--- src/rtl/bgr_pkg.sv ---
// Shared types and width helpers for the background-removal PE array.
// The tile datapath is sized by module parameters, so rgb_t is declared per module.
package bgr_pkg;

    typedef enum logic [2:0] {
        ST_IDLE,
        ST_SUM,
        ST_SUM_DONE,
        ST_RMV,
        ST_RMV_DONE
    } bgr_state_t;

    // Sum of three absolute channel differences needs two extra bits.
    function automatic int bgr_dist_w(input int pix_w);
        return pix_w + 2;
    endfunction

    function automatic int bgr_sum_w(input int pix_w, input int num_pix);
        return pix_w + $clog2(num_pix);
    endfunction

endpackage

--- src/rtl/bgr_pixel_classify.sv ---
// Combinational L1 colour distance, threshold compare and background substitution.
// One instance is shared across all pixels of the tile.
module bgr_pixel_classify
    import bgr_pkg::*;
#(
    parameter int PIX_W  = 8,
    parameter int DIST_W = bgr_dist_w(PIX_W)
) (
    input  logic [PIX_W-1:0]  i_red,
    input  logic [PIX_W-1:0]  i_green,
    input  logic [PIX_W-1:0]  i_blue,
    input  logic [PIX_W-1:0]  i_exp_red,
    input  logic [PIX_W-1:0]  i_exp_green,
    input  logic [PIX_W-1:0]  i_exp_blue,
    input  logic [PIX_W-1:0]  i_bg_red,
    input  logic [PIX_W-1:0]  i_bg_green,
    input  logic [PIX_W-1:0]  i_bg_blue,
    input  logic [DIST_W-1:0] i_threshold,
    output logic [PIX_W-1:0]  o_red,
    output logic [PIX_W-1:0]  o_green,
    output logic [PIX_W-1:0]  o_blue,
    output logic              o_match
);

    logic [PIX_W-1:0]  w_dr;
    logic [PIX_W-1:0]  w_dg;
    logic [PIX_W-1:0]  w_db;
    logic [DIST_W-1:0] w_dist;

    assign w_dr = (i_red   >= i_exp_red)   ? (i_red   - i_exp_red)   : (i_exp_red   - i_red);
    assign w_dg = (i_green >= i_exp_green) ? (i_green - i_exp_green) : (i_exp_green - i_green);
    assign w_db = (i_blue  >= i_exp_blue)  ? (i_blue  - i_exp_blue)  : (i_exp_blue  - i_blue);

    assign w_dist  = DIST_W'(w_dr) + DIST_W'(w_dg) + DIST_W'(w_db);
    assign o_match = (w_dist <= i_threshold);

    assign o_red   = o_match ? i_bg_red   : i_red;
    assign o_green = o_match ? i_bg_green : i_green;
    assign o_blue  = o_match ? i_bg_blue  : i_blue;

endmodule

--- src/rtl/bg_removal_pe_array.sv ---
// Tile-based background removal: buffers NUM_PIX pixels, optionally sums them,
// then streams classified/replaced pixels out under valid/ready flow control.
module bg_removal_pe_array
    import bgr_pkg::*;
#(
    parameter int PIX_W   = 8,
    parameter int NUM_PIX = 4,
    localparam int IDX_W  = $clog2(NUM_PIX),
    localparam int SUM_W  = bgr_sum_w(PIX_W, NUM_PIX),
    localparam int DIST_W = bgr_dist_w(PIX_W)
) (
    input  logic              Clk,
    input  logic              Reset_n,
    input  logic              In_Valid,
    output logic              In_Ready,
    input  logic [PIX_W-1:0]  Red_In,
    input  logic [PIX_W-1:0]  Green_In,
    input  logic [PIX_W-1:0]  Blue_In,
    input  logic              Start_Sum,
    input  logic              Start_BgRemoval,
    input  logic              Ack,
    input  logic              Use_Avg,
    input  logic [PIX_W-1:0]  Red_Exp,
    input  logic [PIX_W-1:0]  Green_Exp,
    input  logic [PIX_W-1:0]  Blue_Exp,
    input  logic [DIST_W-1:0] Threshold,
    input  logic [PIX_W-1:0]  Bg_Red,
    input  logic [PIX_W-1:0]  Bg_Green,
    input  logic [PIX_W-1:0]  Bg_Blue,
    output logic              Out_Valid,
    input  logic              Out_Ready,
    output logic [PIX_W-1:0]  Red_Out,
    output logic [PIX_W-1:0]  Green_Out,
    output logic [PIX_W-1:0]  Blue_Out,
    output logic [SUM_W-1:0]  Red_Sum,
    output logic [SUM_W-1:0]  Green_Sum,
    output logic [SUM_W-1:0]  Blue_Sum,
    output logic              Sum_Valid,
    output logic              Buffer_Full,
    output logic [IDX_W:0]    Replaced_Count,
    output logic              Busy,
    output logic              Done
);

    typedef struct packed {
        logic [PIX_W-1:0] r;
        logic [PIX_W-1:0] g;
        logic [PIX_W-1:0] b;
    } rgb_t;

    localparam logic [IDX_W:0] CNT_FULL = (IDX_W + 1)'(NUM_PIX);
    localparam logic [IDX_W:0] IDX_LAST = (IDX_W + 1)'(NUM_PIX - 1);

    bgr_state_t        r_state;
    bgr_state_t        w_state_next;
    logic [IDX_W:0]    r_count;
    logic [IDX_W:0]    r_idx;
    rgb_t              r_buf [NUM_PIX];
    logic [SUM_W-1:0]  r_sum_r;
    logic [SUM_W-1:0]  r_sum_g;
    logic [SUM_W-1:0]  r_sum_b;
    logic              r_sum_valid;
    rgb_t              r_exp;
    rgb_t              r_out;
    logic              r_out_valid;
    logic [IDX_W:0]    r_replaced;

    logic              w_idle;
    logic              w_full;
    logic              w_in_ready;
    logic              w_load;
    logic              w_start_sum;
    logic              w_start_rmv;
    logic              w_last_sum;
    logic              w_out_load;
    logic              w_out_fire;
    logic              w_rmv_end;
    rgb_t              w_rd_pix;
    rgb_t              w_cls_pix;
    logic              w_cls_match;

    assign w_idle      = (r_state == ST_IDLE);
    assign w_full      = (r_count == CNT_FULL);
    assign w_in_ready  = w_idle && !w_full;
    assign w_load      = In_Valid && w_in_ready;
    // Start_Sum takes priority when both pulses arrive together.
    assign w_start_sum = Start_Sum && w_idle && w_full;
    assign w_start_rmv = Start_BgRemoval && !Start_Sum && w_idle && w_full;
    assign w_last_sum  = (r_state == ST_SUM) && (r_idx == IDX_LAST);
    assign w_out_fire  = r_out_valid && Out_Ready;
    assign w_out_load  = (r_state == ST_RMV) && (!r_out_valid || Out_Ready) && (r_idx < CNT_FULL);
    assign w_rmv_end   = (r_state == ST_RMV) && w_out_fire && (r_idx == CNT_FULL);
    assign w_rd_pix    = r_buf[r_idx[IDX_W-1:0]];

    // Tile buffer: one write-enabled register per slot, addressed by the fill count.
    for (genvar gi = 0; gi < NUM_PIX; gi++) begin : g_buf
        always_ff @(posedge Clk) begin
            if (w_load && (r_count[IDX_W-1:0] == IDX_W'(gi))) begin
                r_buf[gi] <= '{r: Red_In, g: Green_In, b: Blue_In};
            end
        end
    end

    bgr_pixel_classify #(
        .PIX_W  (PIX_W),
        .DIST_W (DIST_W)
    ) u_classify (
        .i_red       (w_rd_pix.r),
        .i_green     (w_rd_pix.g),
        .i_blue      (w_rd_pix.b),
        .i_exp_red   (r_exp.r),
        .i_exp_green (r_exp.g),
        .i_exp_blue  (r_exp.b),
        .i_bg_red    (Bg_Red),
        .i_bg_green  (Bg_Green),
        .i_bg_blue   (Bg_Blue),
        .i_threshold (Threshold),
        .o_red       (w_cls_pix.r),
        .o_green     (w_cls_pix.g),
        .o_blue      (w_cls_pix.b),
        .o_match     (w_cls_match)
    );

    always_ff @(posedge Clk or negedge Reset_n) begin
        if (!Reset_n) begin
            r_state <= ST_IDLE;
        end else begin
            r_state <= w_state_next;
        end
    end

    always_comb begin
        w_state_next = r_state;
        case (r_state)
            ST_IDLE: begin
                if (w_start_sum) begin
                    w_state_next = ST_SUM;
                end else if (w_start_rmv) begin
                    w_state_next = ST_RMV;
                end
            end
            ST_SUM:      if (w_last_sum) w_state_next = ST_SUM_DONE;
            ST_SUM_DONE: if (Ack)        w_state_next = ST_IDLE;
            ST_RMV:      if (w_rmv_end)  w_state_next = ST_RMV_DONE;
            ST_RMV_DONE: if (Ack)        w_state_next = ST_IDLE;
            default:                     w_state_next = ST_IDLE;
        endcase
    end

    always_ff @(posedge Clk or negedge Reset_n) begin
        if (!Reset_n) begin
            r_count     <= '0;
            r_idx       <= '0;
            r_sum_r     <= '0;
            r_sum_g     <= '0;
            r_sum_b     <= '0;
            r_sum_valid <= 1'b0;
            r_exp       <= '0;
            r_out       <= '0;
            r_out_valid <= 1'b0;
            r_replaced  <= '0;
        end else begin
            if (w_load) begin
                r_count     <= r_count + 1'b1;
                r_sum_valid <= 1'b0;
            end

            if (w_start_sum) begin
                r_sum_r <= '0;
                r_sum_g <= '0;
                r_sum_b <= '0;
                r_idx   <= '0;
            end

            if (r_state == ST_SUM) begin
                r_sum_r <= r_sum_r + SUM_W'(w_rd_pix.r);
                r_sum_g <= r_sum_g + SUM_W'(w_rd_pix.g);
                r_sum_b <= r_sum_b + SUM_W'(w_rd_pix.b);
                r_idx   <= r_idx + 1'b1;
                if (w_last_sum) begin
                    r_sum_valid <= 1'b1;
                end
            end

            if (w_start_rmv) begin
                r_idx      <= '0;
                r_replaced <= '0;
                // Tile average is a right shift since NUM_PIX is a power of two.
                if (Use_Avg && r_sum_valid) begin
                    r_exp <= '{r: PIX_W'(r_sum_r >> IDX_W),
                               g: PIX_W'(r_sum_g >> IDX_W),
                               b: PIX_W'(r_sum_b >> IDX_W)};
                end else begin
                    r_exp <= '{r: Red_Exp, g: Green_Exp, b: Blue_Exp};
                end
            end

            if (w_out_load) begin
                r_out       <= w_cls_pix;
                r_out_valid <= 1'b1;
                r_idx       <= r_idx + 1'b1;
                if (w_cls_match) begin
                    r_replaced <= r_replaced + 1'b1;
                end
            end else if (w_out_fire) begin
                r_out_valid <= 1'b0;
            end

            if ((r_state == ST_RMV_DONE) && Ack) begin
                r_count     <= '0;
                r_sum_valid <= 1'b0;
            end
        end
    end

    assign In_Ready       = w_in_ready;
    assign Out_Valid      = r_out_valid;
    assign Red_Out        = r_out.r;
    assign Green_Out      = r_out.g;
    assign Blue_Out       = r_out.b;
    assign Red_Sum        = r_sum_r;
    assign Green_Sum      = r_sum_g;
    assign Blue_Sum       = r_sum_b;
    assign Sum_Valid      = r_sum_valid;
    assign Buffer_Full    = w_full;
    assign Replaced_Count = r_replaced;
    assign Busy           = (r_state == ST_SUM) || (r_state == ST_RMV);
    assign Done           = (r_state == ST_SUM_DONE) || (r_state == ST_RMV_DONE);

endmodule

--- config.mk ---
export PLATFORM = sky130hd
export DESIGN_NAME = bg_removal_pe_array
export DESIGN_NICKNAME = d
export VERILOG_FILES = /design/src/rtl/bgr_pkg.sv /design/src/rtl/bgr_pixel_classify.sv /design/src/rtl/bg_removal_pe_array.sv
export SDC_FILE = /design/constraint.sdc
export NUM_CORES = 1
export LEC_CHECK = 0
export ABC_AREA = 1
export CAP_MARGIN = 20
export CORE_MARGIN = 1
export CORE_UTILIZATION = 45
export CTS_CLUSTER_DIAMETER = 30
export CTS_CLUSTER_SIZE = 10
export DETAILED_ROUTE_END_ITERATION = 8
export PLACE_DENSITY = 0.75
export SLEW_MARGIN = 20
export SYNTH_ARGS = -nofsm -noshare
export SYNTH_HDL_FRONTEND = slang
export SYNTH_SLANG_ARGS = --single-unit
export TNS_END_PERCENT = 100
--- constraint.sdc ---
create_clock -name Clk -period 9.1 [get_ports Clk]
set_input_delay 1.82 -clock Clk [delete_from_list [all_inputs] [get_ports Clk]]
set_output_delay 1.82 -clock Clk [all_outputs]
set_load 0.02 [all_outputs]
# After elaboration in Yosys (flattened, before gate mapping)
# Memory sizes are Yosys's and may differ from the RTL's.
# Cells that the tools add are included.
[word_totals] ramBits=96 memories=1 reg_bits=92 in_bits=90 elab_cells=134
[memory_table] name="r_buf" words=4 word_bits=24 read_ports=1 rd_ports_with_merged_regs=0 write_ports=1 line_no="bg_removal_pe_array.sv:58" rtl="rgb_t r_buf [NUM_PIX];"
[op_classes] mux=49 reduce_logical=36 n_lt_le_gt_ge=5 addsub=14 eq_ne=14
[ops] cell="$mux W24" count=4
[ops] cell="$reduce_or A24 Y1" count=3
[ops] cell="$mux W8" count=6
[ops] cell="$sub A8 B8 Y8" count=6
[ops] cell="$mux W3" count=14
[ops] cell="$add A10 B8 Y10" count=4
[ops] cell="$mux W10" count=4
[ops] cell="$ge A8 B8 Y1" count=3
[ops] cell="$logic_and A1 B1 Y1" count=19
[ops] cell="$mux W1" count=17
[ops] cell="$pmux W3 S4" count=1
[ops] cell="$le A10 B10 Y1" count=1
[ops] cell="$add A3 B1 Y3 const B" count=3
[ops] cell="$add A8 B8 Y9" count=1
[ops] cell="$eq A3 B2 Y1 const B" count=3
[ops] cell="$eq A3 B3 Y1 const B" count=3
[ops] cell="$mux W2" count=3
[ops] cell="$reduce_bool A2 Y1" count=3
[ops] cell="$eq A2 B2 Y1 const B" count=2
[ops] cell="$ne A2 B2 Y1 const B" count=2
[ops] cell="$reduce_and A4 Y1" count=1
[ops] cell="$reduce_bool A4 Y1" count=1
[ops] cell="$eq A3 B1 Y1 const B" count=1
[ops] cell="$logic_not A1 Y1" count=3
[ops] cell="other kinds (8)" count=10

# Longest topological paths before layout
[logic_depth] word_depth=11 mapped_depth=39 mapped_depth_nobuf=37

# Cells and area by module
# From an unflattened synthesis, not the netlist that was laid out.
[unflattened] cells_unflattened=1648 hier_area_um2=12674.7
[modules_own_cells] mod="bg_removal_pe_array" cells_per_inst=953 instances=1 area_per_inst_um2=8869.8 seq_area_each_um2=5185.0
[modules_own_cells] mod="bgr_pixel_classify" cells_per_inst=695 instances=1 area_per_inst_um2=3804.9 seq_area_each_um2=0.0

# Worst setup path before layout
# Ideal clock, no wire load.
[synth_timing] path_type="reg-to-reg" from="register r_idx[1]" to="register r_out (netlist bit Blue_Out[2])" required_ns=8.983 path_buffers=3 slack_ns=3.649 setup_time_ns=0.117 arrival_ns=5.334 stages_incl_launch_ff=35 path_cell_list="dfrtp_1 -> buf_2 -> clkinv_1 -> buf_2 -> nand3_1 -> nand2_1 -> ha_1 -> inv_1 -> fa_1 -> nand3_1 -> nand2_1 -> o21ai_1 -> nand2_2 -> o21ai_1 -> inv_1 -> fa_1 -> o21ai_0 -> a31oi_1 -> xnor2_1 -> ha_1 -> a21oi_1 -> a21boi_0 -> nand2_1 -> a21oi_1 -> nor2_1 -> ha_1 -> nand2_1 -> inv_1 -> a21oi_1 -> nand3_2 -> nand2_2 -> buf_4 -> nand2_1 -> nand3_1 -> nand2_1"
[synth_via] elab_chain_cells=7 word_cells_on_any_way=19 classes_between="8 x add/sub; 5 x order compare; 4 x mux; 1 x reduce/logical; 1 x memory"
[synth_lines] item="from (decl)" line_no="bg_removal_pe_array.sv:57" rtl="logic [IDX_W:0] r_idx;"
[synth_lines] item="from (signal assigned)" line_no="bg_removal_pe_array.sv:179" rtl="r_idx <= r_idx + 1'b1;"
[synth_lines] item="from (signal assigned)" line_no="bg_removal_pe_array.sv:201" rtl="r_idx <= r_idx + 1'b1;"
[synth_lines] item="$mem_v2 Z4 W24"
[synth_lines] item="$sub A8 B8 Y8 (tied with other cells)" line_no="bgr_pixel_classify.sv:30" rtl="assign w_dr = (i_red >= i_exp_red) ? (i_red - i_exp_red) : (i_exp_red - i_red);"
[synth_lines] item="$mux W8, on equally long branches" line_no="bgr_pixel_classify.sv:30, bgr_pixel_classify.sv:31"
[synth_lines] item="$add A8 B8 Y9" line_no="bgr_pixel_classify.sv:34" rtl="assign w_dist = DIST_W'(w_dr) + DIST_W'(w_dg) + DIST_W'(w_db);"
[synth_lines] item="$add A10 B8 Y10" line_no="bgr_pixel_classify.sv:34"
[synth_lines] item="$le A10 B10 Y1" line_no="bgr_pixel_classify.sv:35" rtl="assign o_match = (w_dist <= i_threshold);"
[synth_lines] item="$mux W8" line_no="bgr_pixel_classify.sv:39" rtl="assign o_blue = o_match ? i_bg_blue : i_blue;"
[synth_lines] item="to (signal assigned)" line_no="bg_removal_pe_array.sv:199" rtl="r_out <= w_cls_pix;"
[synth_lines] item="to (decl)" line_no="bg_removal_pe_array.sv:64" rtl="rgb_t r_out;"
# Several ways; a longest one is shown, not always the timed one.
# A chain may end at the register's enable or synchronous reset.

# Final worst setup path
[layout_timing] from="register r_idx[0]" to="register r_replaced[0], in the netlist Replaced_Count[0]"
[layout_via] elab_chain_cells=8 word_cells_on_any_way=20 classes_between="8 x add/sub; 5 x order compare; 5 x mux; 1 x reduce/logical; 1 x memory"
[layout_lines] item="$mem_v2 Z4 W24"
[layout_lines] item="$sub A8 B8 Y8 (tied with other cells)" line_no="bgr_pixel_classify.sv:30"
[layout_lines] item="$mux W8, on equally long branches" line_no="bgr_pixel_classify.sv:30, bgr_pixel_classify.sv:31"
[layout_lines] item="$add A8 B8 Y9" line_no="bgr_pixel_classify.sv:34"
[layout_lines] item="$add A10 B8 Y10" line_no="bgr_pixel_classify.sv:34"
[layout_lines] item="$le A10 B10 Y1" line_no="bgr_pixel_classify.sv:35"
[layout_lines] item="$mux W3" line_no="bg_removal_pe_array.sv:202" rtl="if (w_cls_match) begin"
[layout_lines] item="$mux W3 *" line_no="bg_removal_pe_array.sv:198" rtl="if (w_out_load) begin"
[layout_lines] item="to (signal assigned)" line_no="bg_removal_pe_array.sv:203" rtl="r_replaced <= r_replaced + 1'b1;"
[layout_lines] item="to (decl)" line_no="bg_removal_pe_array.sv:66" rtl="logic [IDX_W:0] r_replaced;"
# Mark *: on every way between the ends. The rest lies on a longest branch, timed or not.

==> impl_metrics.tcl <==
set metrics [dict create \
    status "complete, no violations" \
    skew_ns 0.01650 \
    crit_fanout 51 \
    cpPeakStageDelay_ns 0.47 \
    grt_start_max_net_pins 55 \
    holdCritPathClass "reg2reg" \
    yosys.area.top_type "edfxtp_1" \
    clk_path_buf_depth 2 \
    path_clk_slew_ns 0.07 \
    grt_pass1_vias 10250 \
    postSynthCellCount 1560 \
    synth-edff-count 96 \
    vias 10810 \
    yosysSeqAreaShare_pct 41.81 \
    cap_violations 0 \
    finalSetupViolCount 0 \
    ios 153 \
    fin_setup_tns_ns 0 \
    startpoint "r_idx[0]" \
    rows 60 \
    whs_path_depth 1 \
    gr-total-overflow 0 \
    initial_core_util_pct 45.89 \
    die_y_um 168.0 \
    endpoint_kind "flip-flop" \
    syn-cell-area_um2 12400 \
    ys_top_cells_by_count "nand2_1, inv_1, nand3_1" \
    maxSlewViolCount 0 \
    hold_viol 0 \
    ant_nets 0 \
    syn2layout_area_growth_pct 19.47 \
    drcViolationCount 0 \
    cts_num_sinks 188 \
    syn-num-nets 1764 \
    worstHoldStart "r_count[2]" \
    first_pass_iters 5 \
    grt_setup_unrepaired "no" \
    nets 1903 \
    drt_iter0_markers 891 \
    die_area_um2 28230 \
    crit_arrival_ns 7.67 \
    grt_pass1_wl_um 52050 \
    startpoint_type "flip-flop" \
    antenna_found_initial 0 \
    grtUsageTotal_pct 23.57 \
    clk_latency_ns 0.45 \
    cts_tree "done" \
    slew_headroom_pct 43.57 \
    whs_endpoint "r_count[2]" \
    numCtsBuffers 17 \
    synthFlopType "edfxtp_1" \
    worst-r2r-setup-slack_ns 1.78 \
    fin_crit_sh_pct 80.39 \
    gp_congestion 0.9334 \
    dp_hpwl_um 24800 \
    drive_gt1_share_pct 5.140 \
    tightest_slew_ns 0.8452 \
    core_um2 27030 \
    diodes 0 \
    r2r-start "r_idx[0]" \
    portBuffers 152 \
    root_buffer "clkbuf_16" \
    hold_buffers 0 \
    cp.required_ns 9.45 \
    die_w_um 168.0 \
    yosysWarnings 0 \
    crit_top_cell "nand2_1" \
    syn_area_per_cell_um2 7.950 \
    fillers 2502 \
    wire_per_inst_um 15.99 \
    period_needed_ns 7.316 \
    fmax_ghz 0.1367 \
    post-cts-setup-buffers 0 \
    ys_seq_elements 188 \
    rr_worst_depth 33 \
    synth_cell_types 42 \
    worstSetupPathType "reg2reg" \
    ctsResizeCount 0 \
    synth.most_common_cell "nand2_1" \
    viasPerCell 5.267 \
    synth-async-reset-ratio_pct 48.94 \
    synth_area_leaders "edfxtp_1, dfrtp_1, nand2_1, ha_1, nand3_1" \
    routed_wl_um 32840 \
    htreeDepth 4 \
    yosys.area.top_type_share_pct 23.24 \
    r2r-end "Replaced_Count[0]" \
    crit_slowest_cell "inv_2" \
]
-- routing by layer --
metal / global-route usage [%] / up-vias / share of wire, %
met2: 39.49 / 402 / 47
met1: 31.08 / 4994 / 44
met5: 0 / - / 0
met3: 2.938 / 65 / 5.9
met4: 9.254 / 0 / 3.1
li1: - / 5353 / -
-- flip-flops by register name, summed over array words and instances (netlist names) --
signal and flops:
r_buf 96, r_exp 24, Blue_Sum 10, Green_Sum 10, Red_Sum 10, Blue_Out 8, Green_Out 8, Red_Out 8
Replaced_Count 3, r_count 3, r_idx 3, r_state 3, Out_Valid 1, Sum_Valid 1
-- how the worst max path moves through the flow --
stage | to | slack [ns] | cells past startpoint
2_1_floorplan | Blue_Out[2] | 3.65 | 34
3_3_place_gp | Replaced_Count[2] | 2.17 | 32
3_5_place_dp | Replaced_Count[0] | 1.90 | 33
4_1_cts | Replaced_Count[0] | 1.86 | 34
5_1_grt | Replaced_Count[0] | 1.01 | 33
6_report | Replaced_Count[0] | 1.78 | 33
-- cell usage in the layout, fill, tap and decap left out, drive strengths merged --
master and n:
nand4 11, clkinv 3, a31oi 16, a22o 6, clkdlybuf4s50 151, or2 10
inv 221, clkbuf 19, xor2 28, nor2 61, a21oi 62, nor3b 1
nand2 506, o21bai 3, o21ai 66, nor3 3, bufinv 1, edfxtp 96
dfrtp 92, o221ai 1, a21o 5, ha 103, a22oi 2, buf 14
nand3 185, fa 11, o22ai 4, clkinvlp 3, xnor2 15, o21a 11
a21boi 2
-- stage by stage --
stage	cell area (µm²)	util [%]	worst slack, ns	hold WS [ns]	std cells
detailed placement	14230	52.65	1.903	0.4665	2021
global placement	14230	52.65	2.169	0.4696	2021
floorplan	12400	-	3.649	0.4400	1560
global route	14820	54.82	1.006	0.5156	2053
finish	14820	54.82	1.784	0.4853	2053
CTS	14820	54.82	1.860	0.4917	2053
-- cell type report --
| class | instances | area, µm² | share of cell area [%] |
|---|---|---|---|
| Clock inverter | 13 | 153.9 | 1.039 |
| Sequential cell | 188 | 5185 | 34.99 |
| Tap cell | 341 | 426.7 | 2.880 |
| Inverter | 215 | 809.5 | 5.464 |
| Clock buffer | 19 | 432.9 | 2.922 |
| Timing Repair Buffer | 165 | 1617 | 10.91 |
| Multi-Input combinational cell | 1112 | 6192 | 41.79 |
-- kinds of logic after synthesis --
kind of cell    after synthesis  share of synthesized area (%)
compound gates              178                          8.162
xor+xnor                     43                          3.037
fa+ha+maj                   114                          12.17
buf+inv                     260                          8.323
flops                       188                          41.81
simple gates                777                          26.50
-- worst max-delay path: cells and delay by family, from the launching register on --
kind / cells / cell delay (ns)
compound gates: 9 / 1.74
xor+xnor: 1 / 0.15
fa+ha+maj: 4 / 1.42
buf+inv: 5 / 1.40
flops: 1 / 0.33
simple gates: 14 / 2.15
Power is left out: the tool's default activity adds up to more than one toggle a clock period on the data nets, which glitch-free logic cannot reach.
